==> src/rtl/div_ctrl_pkg.sv <==
// Shared types and constants for the EX-stage divider sequencing controller.
package div_ctrl_pkg;

  localparam int DIV_LATENCY_DEF = 8;
  localparam int WD_SLACK_DEF    = 2;
  localparam int WD_W            = $clog2(DIV_LATENCY_DEF + WD_SLACK_DEF + 1);

  // Result written to LO when the divisor is zero.
  localparam logic [31:0] DIV0_LO = 32'hFFFF_FFFF;
  // Most negative signed word; SMIN / -1 overflows.
  localparam logic [31:0] SMIN    = 32'h8000_0000;

  typedef enum logic [1:0] {
    IDLE,
    RUN,
    DRAIN
  } state_e;

endpackage

==> src/rtl/div_watchdog.sv <==
// Cycle counter with synchronous clear, count enable and a terminal-count flag.
// The counter parks at its terminal value so it never wraps back to zero.
module div_watchdog #(
  parameter int W     = 4,
  parameter int LIMIT = 10
) (
  input  logic clk,
  input  logic rst,
  input  logic clr_i,
  input  logic en_i,
  output logic tc_o
);

  localparam logic [W-1:0] LAST = W'(LIMIT - 1);

  logic [W-1:0] cnt_q, cnt_d;

  assign tc_o = (cnt_q == LAST);

  // Next count: clear wins, otherwise advance until the terminal value.
  always_comb begin
    cnt_d = cnt_q;
    if (clr_i) begin
      cnt_d = '0;
    end else if (en_i && !tc_o) begin
      cnt_d = cnt_q + W'(1);
    end
  end

  // Counter register.
  always_ff @(posedge clk or negedge rst) begin
    if (!rst) begin
      cnt_q <= '0;
    end else begin
      cnt_q <= cnt_d;
    end
  end

endmodule

==> src/rtl/div_hilo_ctrl.sv <==
// Sequences div/divu/mthi/mtlo between EX and the shared iterative divider,
// owns HI/LO, short-circuits divide-by-zero and signed overflow, and drains
// an annulled division so the divider never resumes a stale operation.
// The divider's Annual input is tied low by the integrator: it only freezes
// the divider's counter, which this controller never wants.
module div_hilo_ctrl
  import div_ctrl_pkg::*;
#(
  parameter int DIV_LATENCY = DIV_LATENCY_DEF,
  parameter int WD_SLACK    = WD_SLACK_DEF
) (
  input  logic        clk,
  input  logic        rst,
  input  logic        ex_div,
  input  logic        ex_signed,
  input  logic [31:0] ex_a,
  input  logic [31:0] ex_b,
  input  logic        ex_mthi,
  input  logic        ex_mtlo,
  input  logic [31:0] ex_wdata,
  input  logic        flush,
  output logic        stall_o,
  output logic        div_start,
  output logic        div_signed,
  output logic [31:0] div_a,
  output logic [31:0] div_b,
  input  logic [63:0] div_result,
  input  logic        div_ready,
  output logic [31:0] hi_o,
  output logic [31:0] lo_o,
  output logic        hilo_wr,
  output logic        div_timeout
);

  localparam int WD_LIMIT = DIV_LATENCY + WD_SLACK;
  localparam int WD_BITS  = $clog2(WD_LIMIT + 1);

  state_e      state_q, state_d;
  logic [31:0] hi_q, hi_d, lo_q, lo_d;
  logic [31:0] a_q, a_d, b_q, b_d;
  logic        sgn_q, sgn_d;
  logic        wr_q, wr_d;
  logic        to_q, to_d;
  logic        wd_clr, wd_tc;
  logic        is_div0, is_ovf;

  assign is_div0 = (ex_b == '0);
  assign is_ovf  = ex_signed && (ex_a == SMIN) && (ex_b == '1);

  // Start must fall in the Ready cycle or the divider would relaunch.
  assign div_start = (state_q != IDLE) && !div_ready;

  div_watchdog #(
    .W     (WD_BITS),
    .LIMIT (WD_LIMIT)
  ) u_wd (
    .clk   (clk),
    .rst   (rst),
    .clr_i (wd_clr),
    .en_i  (state_q != IDLE),
    .tc_o  (wd_tc)
  );

  // Next-state, HI/LO updates and stall decision.
  always_comb begin
    // NOTE: every signal assigned here gets a default first, so no path can
    // leave one unassigned and infer a latch.
    state_d = state_q;
    hi_d    = hi_q;
    lo_d    = lo_q;
    a_d     = a_q;
    b_d     = b_q;
    sgn_d   = sgn_q;
    wr_d    = 1'b0;
    to_d    = to_q;
    wd_clr  = 1'b0;
    stall_o = 1'b0;

    unique case (state_q)
      IDLE: begin
        if (!flush) begin
          if (ex_div) begin
            if (is_div0) begin
              hi_d = ex_a;
              lo_d = DIV0_LO;
              wr_d = 1'b1;
            end else if (is_ovf) begin
              hi_d = '0;
              lo_d = SMIN;
              wr_d = 1'b1;
            end else begin
              a_d     = ex_a;
              b_d     = ex_b;
              sgn_d   = ex_signed;
              wd_clr  = 1'b1;
              stall_o = 1'b1;
              state_d = RUN;
            end
          end else if (ex_mthi || ex_mtlo) begin
            if (ex_mthi) hi_d = ex_wdata;
            if (ex_mtlo) lo_d = ex_wdata;
            wr_d = 1'b1;
          end
        end
      end

      RUN: begin
        if (div_ready) begin
          // A result arriving together with a flush belongs to a dead op.
          if (!flush) begin
            hi_d = div_result[63:32];
            lo_d = div_result[31:0];
            wr_d = 1'b1;
          end
          state_d = IDLE;
        end else begin
          stall_o = 1'b1;
          if (wd_tc) begin
            to_d    = 1'b1;
            state_d = IDLE;
          end else if (flush) begin
            state_d = DRAIN;
          end
        end
      end

      DRAIN: begin
        // Hold any new HI/LO user back until the stale division is gone.
        stall_o = ex_div || ex_mthi || ex_mtlo;
        if (div_ready) begin
          state_d = IDLE;
        end else if (wd_tc) begin
          to_d    = 1'b1;
          state_d = IDLE;
        end
      end

      default: state_d = IDLE;
    endcase
  end

  // State, HI/LO, operand and flag registers.
  always_ff @(posedge clk or negedge rst) begin
    // NOTE: sequential state uses non-blocking assignments so every register
    // samples pre-edge values regardless of statement order.
    if (!rst) begin
      state_q <= IDLE;
      hi_q    <= '0;
      lo_q    <= '0;
      a_q     <= '0;
      b_q     <= '0;
      sgn_q   <= 1'b0;
      wr_q    <= 1'b0;
      to_q    <= 1'b0;
    end else begin
      state_q <= state_d;
      hi_q    <= hi_d;
      lo_q    <= lo_d;
      a_q     <= a_d;
      b_q     <= b_d;
      sgn_q   <= sgn_d;
      wr_q    <= wr_d;
      to_q    <= to_d;
    end
  end

  assign hi_o        = hi_q;
  assign lo_o        = lo_q;
  assign div_a       = a_q;
  assign div_b       = b_q;
  assign div_signed  = sgn_q;
  assign hilo_wr     = wr_q;
  assign div_timeout = to_q;

endmodule
==> config.mk <==
export PLATFORM = sky130hd
export DESIGN_NAME = div_hilo_ctrl
export DESIGN_NICKNAME = d
export VERILOG_FILES = /design/src/rtl/div_ctrl_pkg.sv /design/src/rtl/div_watchdog.sv /design/src/rtl/div_hilo_ctrl.sv
export SDC_FILE = /design/constraint.sdc
export NUM_CORES = 1
export LEC_CHECK = 0
export BUFFER_PORTS_ARGS = -buffer_cell sky130_fd_sc_hd__buf_2
export CAP_MARGIN = 20
export CORE_UTILIZATION = 45
export CTS_CLUSTER_DIAMETER = 120
export DETAILED_ROUTE_END_ITERATION = 10
export GPL_ROUTABILITY_DRIVEN = 0
export PLACE_DENSITY = 0.87
export SYNTH_ARGS = -nofsm -noshare
export SYNTH_HDL_FRONTEND = slang
export SYNTH_SLANG_ARGS = --single-unit
export TNS_END_PERCENT = 1
==> constraint.sdc <==
create_clock -name clk -period 2.4 [get_ports clk]
set_input_delay 0.24 -clock clk [delete_from_list [all_inputs] [get_ports clk]]
set_output_delay 0.24 -clock clk [all_outputs]
set_load 0.03 [all_outputs]
# After elaboration in Yosys (flattened, before gate mapping)
# Index checks and enable logic that the tools add are counted.
# word_totals
ff_bits,137
input_bits,168
out_inout_bits,133
# classes
addsub,1
eq_ne,17
mux,45
bitwise_logic,4
n_reduce_logical,20
# op_table
operator,n
2-to-1 mux 32 bit,16
one-hot mux 32 bit (2 select lines),2
"== test 32 bit, second input constant",2
logical NOT 32 bit,1
2-to-1 mux 2 bit,9
AND reduction 7 bit,2
2-to-1 mux 1 bit,13
"inequality test 2 bit, second input constant",6
"inequality test 3 bit, second input constant",3
2-to-1 mux 4 bit,2
one-hot mux 2 bit (3 select lines),1
AND reduction 6 bit,1
nonzero test 2 bit,3
AND reduction 5 bit,1
"adder 4 x 1 -> 4 bit, second input constant",1
"== test 4 bit, second input constant",1
logical AND 1 bit,4
"inequality test 4 x 3 -> 1 bit, second input constant",1
"inequality test 4 bit, second input constant",1
NOT 1 bit,4
logical OR 1 bit,3
"inequality test 3 x 2 -> 1 bit, second input constant",1
one-hot mux 1 bit (3 select lines),1
AND reduction 3 bit,1
6 further kinds,7

# Logic depth before layout (Yosys ltp)
# Gate-level depths: netlist of run 1.
# depth
ltp_word,9
mapped_depth,9
depth_no_buf,7

# Modules after synthesis
# A second synthesis of run 1 with hierarchy kept.
# hier_totals
hier_cells,626
area_unflattened_um2,7083.0
# by_module_without_submodules
module,n_inst,cells_per_inst,area_per_inst_um2
div_hilo_ctrl,1,604,6850.3
div_watchdog,1,22,232.7

# Worst setup path after synthesis of run 1
# No wires, ideal clock.
# synth_path
path_kind,input port to flip-flop
start,in ex_a[27]
end,reg a_q[10] (netlist: div_a[10])
setup_time_ps,125
t_arrival_ps,2148
required_ps,2275
path_slack_ps,127
cell_stages,9
path_buffers,3
cell_sequence,nand4b_1 or4_4 nor4_4 a211oi_2 and2_1 buf_6 buf_6 buf_8 mux2_4
# synth_via
elab_chain_len,5
# synth_rtl
element,line_no,text
from (decl),div_hilo_ctrl.sv:16,"input logic [31:0] ex_a,"
== test 32 bit,div_hilo_ctrl.sv:48,assign is_ovf = ex_signed && (ex_a == SMIN) && (ex_b == '1);
logical AND 1 bit (2 in series),div_hilo_ctrl.sv:48,
NOT 1 bit (no line),n/a,
AND reduction 5 bit (no line),n/a,
to (signal assigned),div_hilo_ctrl.sv:150,a_q <= '0;
to (signal assigned),div_hilo_ctrl.sv:159,a_q <= a_d;
to (decl),div_hilo_ctrl.sv:40,"logic [31:0] a_q, a_d, b_q, b_d;"
# No other way between the ends.
# A chain may end at the register's enable or synchronous reset.

# Worst setup path after layout of run 1
# layout_path
start,in ex_a[27]
end,out stall_o
# layout_via
elab_chain_len,8
# layout_rtl
element,line_no,text
== test 32 bit,div_hilo_ctrl.sv:48,
logical AND 1 bit (2 in series),div_hilo_ctrl.sv:48,
2-to-1 mux 1 bit,div_hilo_ctrl.sv:87,end else if (is_ovf) begin
2-to-1 mux 1 bit,div_hilo_ctrl.sv:83,if (is_div0) begin
2-to-1 mux 1 bit,div_hilo_ctrl.sv:82,if (ex_div) begin
2-to-1 mux 1 bit,div_hilo_ctrl.sv:81,if (!flush) begin
one-hot mux 1 bit (3 select lines),div_hilo_ctrl.sv:79,unique case (state_q)
to (decl),div_hilo_ctrl.sv:22,"output logic stall_o,"
# No other way between the ends.

==> impl_metrics.toml, run 1 <==
[min_path]
min_from = "flush"
min_path_cells = 2
hold_path.class = "primary input to flip-flop"
holdPathEnd = "hilo_wr"

[clocking]
cts_tree = "built"
cts.path.max_buffers = 2
clock-root-buffer = "clkbuf_16"
numCtsBuffers = 17
cts_max_level = 4
cts_num_sinks = 137
worstSkewPairLatency_ns = 0.42
clk_pin_slew_ns = 0.05

[grt]
grt_pass1_vias = 6549
overflow = 0
grt_max_degree = 87
grt_usage_pct = 29.8
grt_pass1_wl_um = 35800
grt_antenna_before_repair = 0

[worst_setup_path]
critical_path_arrival_ns = 2.13
rr_endpoint = "hi_o[19]"
slowest_delay_ns = 0.57
critPathRequiredTime_ns = 2.16
reg2reg_from = "state_q[1]"
reg2reg_slack_ns = 0.13
critical-path-top-delay-family = "simple AND/OR/NAND/NOR gates"
crit_slowest_cell = "or4_4"
cp-end-kind = "primary output"
cp_cell_sequence = "buf_6 > nand4b_1 > or4_4 > nor4_4 > a211oi_2 > a221oi_2 > nor2_1 > buf_4"
cp-start-kind = "primary input"
worstSetupPathType = "primary input to primary output"
crit_fanout = 4
reg2reg_depth = 8
cp_num_buf_inv = 2

[power_and_ir_drop]
power_w = 0.0129
power.density_nw_per_um2 = 1330
vdd_ir_drop_max_mv = 0.779
p_leak_nw = 4.72

[route]
firstDrtPassIters = 4
dr.first_iter.drc_count = 385
routedWlPerCell_um = 19.7
remaining_drc_errors = 0
via_per_inst = 5.50
num_vias = 6520
drtAntennaViolNets = 0
routed_wl_um = 23400

[timing]
rsz0062_at_grt = "true"
whs_ns = 0.0587
period_share_pct = 98.9
max_freq_mhz = 421
clock_skew_ns = 0.00470
fin_crit_ns = 2.37
worstMarginPinSlew_ns = 0.758
drv_slew = 0
finalSetupViolCount = 0
hold_viol_final = 0
maxSlewHeadroom_pct = 49.1

[die]
die_x_um = 126
die_h_um = 126
initial_core_util_pct = 45.8
core_area_um2 = 15100
ios = 301
dieArea_um2 = 15900
rows = 45

[placed_design]
io_buffers = 300
placed_cell_area_um2 = 9130
placed_cells = 1155
hpwlAfterDp_um = 17800

[logic_synthesis]
netlist_area_um2 = 6940
synthDistinctLibCells = 45
syn_nets = 814
synth_edf_count = 0
ys_seq_area_share_pct = 49.4
ys_warn_count = 0
syn_avg_cell_area_um2 = 10.8
synth_cells = 640
async_flop_share_pct = 100
synth_seq_cells = 137
synthFlopType = "dfrtp_1"

[layout]
antenna_cells = 0
fin_nets = 1161
fin_util_pct = 64.0
layout_commonest_cell = "buf_2"
final_area_um2 = 9700
fin_cells = 1185
drive_above_1_share_pct = 53.3
area_growth_pct = 39.6
mostFrequentLayoutCells = "buf_2, dfrtp_1, mux2_2"
nFillCells = 1196

[job]
cap_violations = 0

[run_status]
status = "finished, final reports clean"
[per-layer routing]
layer | GRT usage [%] | up-vias | wire, um
li1 | - | 2980 | -
met5 | 0 | - | 0
met2 | 52.3 | 313 | 11900
met3 | 6.41 | 52 | 1420
met1 | 35.9 | 3175 | 9430
met4 | 11.4 | 0 | 643
[metrics by stage]
stage	TNS [ns]	worst slack (ns)
2_1_floorplan	0	0.127
3_3_place_gp	-30.60	-0.410
3_5_place_dp	-27.53	-0.317
4_1_cts	0	0.0167
5_1_grt	-0.00493	-0.00493
6_report	0	0.0254
[sequential cells by signal (all words and copies together) (netlist names)]
signal,cells
div_b,32
state_q,2
div_a,32
div_timeout,1
lo_o,32
u_wd.cnt_q,4
hilo_wr,1
div_signed,1
hi_o,32
[power breakdown]
| part | leakage, nW | switching, W | total (W) | internal (W) |
|---|---|---|---|---|
| sequential | 1.69 | 0.000621 | 0.00401 | 0.00339 |
| combinational | 2.78 | 0.00407 | 0.00647 | 0.00240 |
| clock | 0.257 | 0.000919 | 0.00238 | 0.00146 |
[cell usage after synthesis (all sizes together) (3+ instances only)]
cell type / n / area share, %
inv: 7 / 0.38
dfrtp: 137 / 49
o21ai: 64 / 4.6
nor4b: 4 / 0.50
a211oi: 4 / 0.65
nand3: 4 / 0.29
a21oi: 34 / 2.5
clkbuf: 23 / 1.2
nand4b: 3 / 0.38
nor2: 46 / 2.5
nand2: 71 / 3.8
nand4: 14 / 1.3
nor4: 20 / 2.0
mux2: 129 / 22
buf: 16 / 1.5
nor2b: 33 / 3.0
ha: 6 / 1.1
[logic make-up after synthesis]
kind of cell | share of synthesized area, %
flip-flops | 49.4
adder cells (fa/ha/maj) | 1.08
XOR/XNOR | 0.379
AND/OR/NAND/NOR | 15.2
buffers and inverters | 3.15
AO/OA/AOI/OAI | 8.83
multiplexers | 22.0
[repair_timing]
| action | in CTS | in global routing |
|---|---|---|
| buffers inserted | 1 | 2 |
| pin swaps | 2 | 6 |
| endpoints found under the setup margin | 1 | 2 |
| gates resized for setup | 4 | 8 |
| hold buffers | 1 | 0 |
| endpoints found under the hold margin | 49 | 0 |
[worst max-delay path by stage]
stage                     from         to  cells after the start
finish                ex_a[27]    stall_o                      8
global route        state_q[1]   hi_o[19]                      8
CTS                    ex_a[5]    stall_o                      9
detailed placement     ex_a[8]   lo_o[21]                      8
global placement       ex_a[8]   lo_o[25]                      8
floorplan             ex_a[27]  div_a[10]                      9
[layout make-up]
cell class / count / area [um2] / share of cell area [%]
flip-flops and latches: 137 / 3430 / 35.4
multi-input cells: 457 / 3370 / 34.7
repair buffers: 367 / 2120 / 21.8
clock buffers: 25 / 475 / 4.90
well taps: 188 / 235 / 2.43
clock inverters: 4 / 45.0 / 0.465
inverters: 7 / 26.3 / 0.271
Power figures use the tool's default switching activity.
==> run 2, diff against run 1 <==
--- a/config.mk
+++ b/config.mk
@@ -5,13 +5,13 @@
 export SDC_FILE = /design/constraint.sdc
 export NUM_CORES = 1
 export LEC_CHECK = 0
-export BUFFER_PORTS_ARGS = -buffer_cell sky130_fd_sc_hd__buf_2
 export CAP_MARGIN = 20
 export CORE_UTILIZATION = 45
 export CTS_CLUSTER_DIAMETER = 120
 export DETAILED_ROUTE_END_ITERATION = 10
+export DONT_BUFFER_PORTS = 1
 export GPL_ROUTABILITY_DRIVEN = 0
-export PLACE_DENSITY = 0.87
+export PLACE_DENSITY = 0.71
 export SYNTH_ARGS = -nofsm -noshare
 export SYNTH_HDL_FRONTEND = slang
 export SYNTH_SLANG_ARGS = --single-unit
==> run 2 against run 1 <==
  * The flow now finishes with violations (negative hold slack)
  * Clock-buffer cell count fell by 1
  * Utilization decreased by 7.8 points
  * Final cell count fell by 24%
  * Worst setup slack better by 0.069 ns
  * Design area shrank 12%
  * Clock power is 11% higher
  * Global-route usage fell by 1.1 points
  * First-iteration DRC count is 24% higher
  * Sequential share of layout area rose by 4.9 points
  * Non-clock buffer count decreased by 283
  * Routed wire length down 4.6%
  * Highest routed layer unchanged
==> impl_metrics.toml, run 2 (synthesized netlist as in run 1, its figures left out) <==
[worst_setup_path]
critPathRequiredTime_ns = 2.69
cp_cell_sequence = "inv_1 > ha_1 > inv_1 > o21ai_0 > nand2_1 > a211oi_4 > buf_4 > mux2_2"
critical_path_arrival_ns = 2.60
crit_fanout = 12
cp-end-kind = "flip-flop"
critPathMostFrequentCell = "inv_1"
worstSetupPathType = "flip-flop to flip-flop"
cp-start-kind = "flip-flop"
slowest_delay_ns = 0.42
crit_slowest_cell = "dfrtp_1"

[timing]
worstMarginPinSlew_ns = 0.784
max_freq_mhz = 434
hold_viol_final = 137
rsz0062_at_grt = "false"
setup_slack_ns = 0.0943
clock_skew_ns = 0.00734
fin_crit_ns = 2.31
whs_ns = -0.483
tns_ns = 0
period_share_pct = 96.1
maxSlewHeadroom_pct = 47.4
drv_slew = 0
finalSetupViolCount = 0

[placed_design]
io_buffers = 0
placed_cells = 806
dp_slack_ns = -0.243
hpwlAfterDp_um = 15500

[grt]
grt_pass1_wl_um = 34100
grt_usage_pct = 28.7
grt_antenna_before_repair = 1
overflow = 0
grt_max_degree = 138
grt_pass1_vias = 5748

[clocking]
cts_num_sinks = 137
worstSkewPairLatency_ns = 0.41
numCtsBuffers = 17
cts_max_level = 4
post_cts_buffers = 0
cts_tree = "built"
ctsHoldBuffers = 67
clk_pin_slew_ns = 0.06
clock-root-buffer = "clkbuf_16"
cts.path.max_buffers = 2

[route]
num_vias = 5521
routedWlPerCell_um = 24.6
remaining_drc_errors = 0
firstDrtPassIters = 5
routed_wl_um = 22300
via_per_inst = 6.11
dr.first_iter.drc_count = 476
drtAntennaViolNets = 0

[power_and_ir_drop]
power.density_nw_per_um2 = 1400
vdd_ir_drop_max_mv = 0.624
p_leak_nw = 3.53

[min_path]
hold_path.class = "primary input to async pin"

[die]
ios = 301
die_x_um = 126
dieArea_um2 = 15900
initial_core_util_pct = 45.8
die_h_um = 126
rows = 45
core_area_um2 = 15100

[layout]
fin_util_pct = 56.2
layout_commonest_cell = "dfrtp_1"
fin_cells = 904
nFillCells = 1243
fin_nets = 878
drive_above_1_share_pct = 26.2
mostFrequentLayoutCells = "dfrtp_1, mux2_2, nand2_1"
area_growth_pct = 22.7

[run_status]
violations = "negative hold slack"
status = "finished, violations left"

[job]
cap_violations = 0
[run 2: repair_timing]
item,4_1_cts,5_1_grt
endpoints found under the setup margin,1,12
resized for setup,2,5
pin swaps,1,1
endpoints found under the hold margin,203,137
[run 2: worst paths after layout]
check | endpoint | cells after the start | slack (ns) | start
hold reg to reg | u_wd.cnt_q[3] | 2 | 0.59 | u_wd.cnt_q[3]
setup / recovery | hi_o[3] | 8 | 0.09 | state_q[1]
hold / removal | div_a[25] | 0 | -0.48 | rst
setup reg to reg | hi_o[3] | 8 | 0.09 | state_q[1]
min in group clk | div_timeout | 2 | 0.02 | div_ready
max in group asynchronous | div_a[23] | 0 | 2.49 | rst
[run 2: per-layer routing]
layer  vias to the layer above  wire length (um)  GRT usage [%]
li1                       2407                 -              -
met1                      2729              8730           33.9
met2                       333             11200           48.6
met3                        52              1730           8.92
met4                         0               654           12.0
met5                         -                 0              0
[run 2: critical path, delay by kind of cell, from the launching register on]
family,cells,cell delay (ns)
adders and majority gates,1,0.20
AOI/OAI and AO/OA,2,0.52
and+or+nand+nor,1,0.18
muxes,1,0.36
buffers and inverters,3,0.50
DFF,1,0.42
[run 2: metrics by stage]
step / cell area [um2] / total power (W)
floorplan: 6940 / 0.00830
global placement: 7210 / 0.00895
detailed placement: 7210 / 0.00911
CTS: 8490 / 0.0119
global route: 8520 / 0.0124
finish: 8520 / 0.0119
[run 2: report_power, final]
group	internal [W]	total (W)	switching [W]
registers	0.00336	0.00633	0.00297
clock network	0.00168	0.00265	0.000964
logic	0.00160	0.00291	0.00131
total	0.00665	0.0119	0.00525
[run 2: cell type report]
type | count | area (um2) | area share [%]
Clock inverter | 6 | 87.6 | 1.03
Inverter | 7 | 26.3 | 0.309
Clock buffer | 24 | 512 | 6.01
Sequential cell | 137 | 3430 | 40.3
Tap cell | 188 | 235 | 2.76
Multi-Input combinational cell | 457 | 3350 | 39.4
Timing Repair Buffer | 84 | 872 | 10.2
Antenna cell | 1 | 2.50 | 0.0294
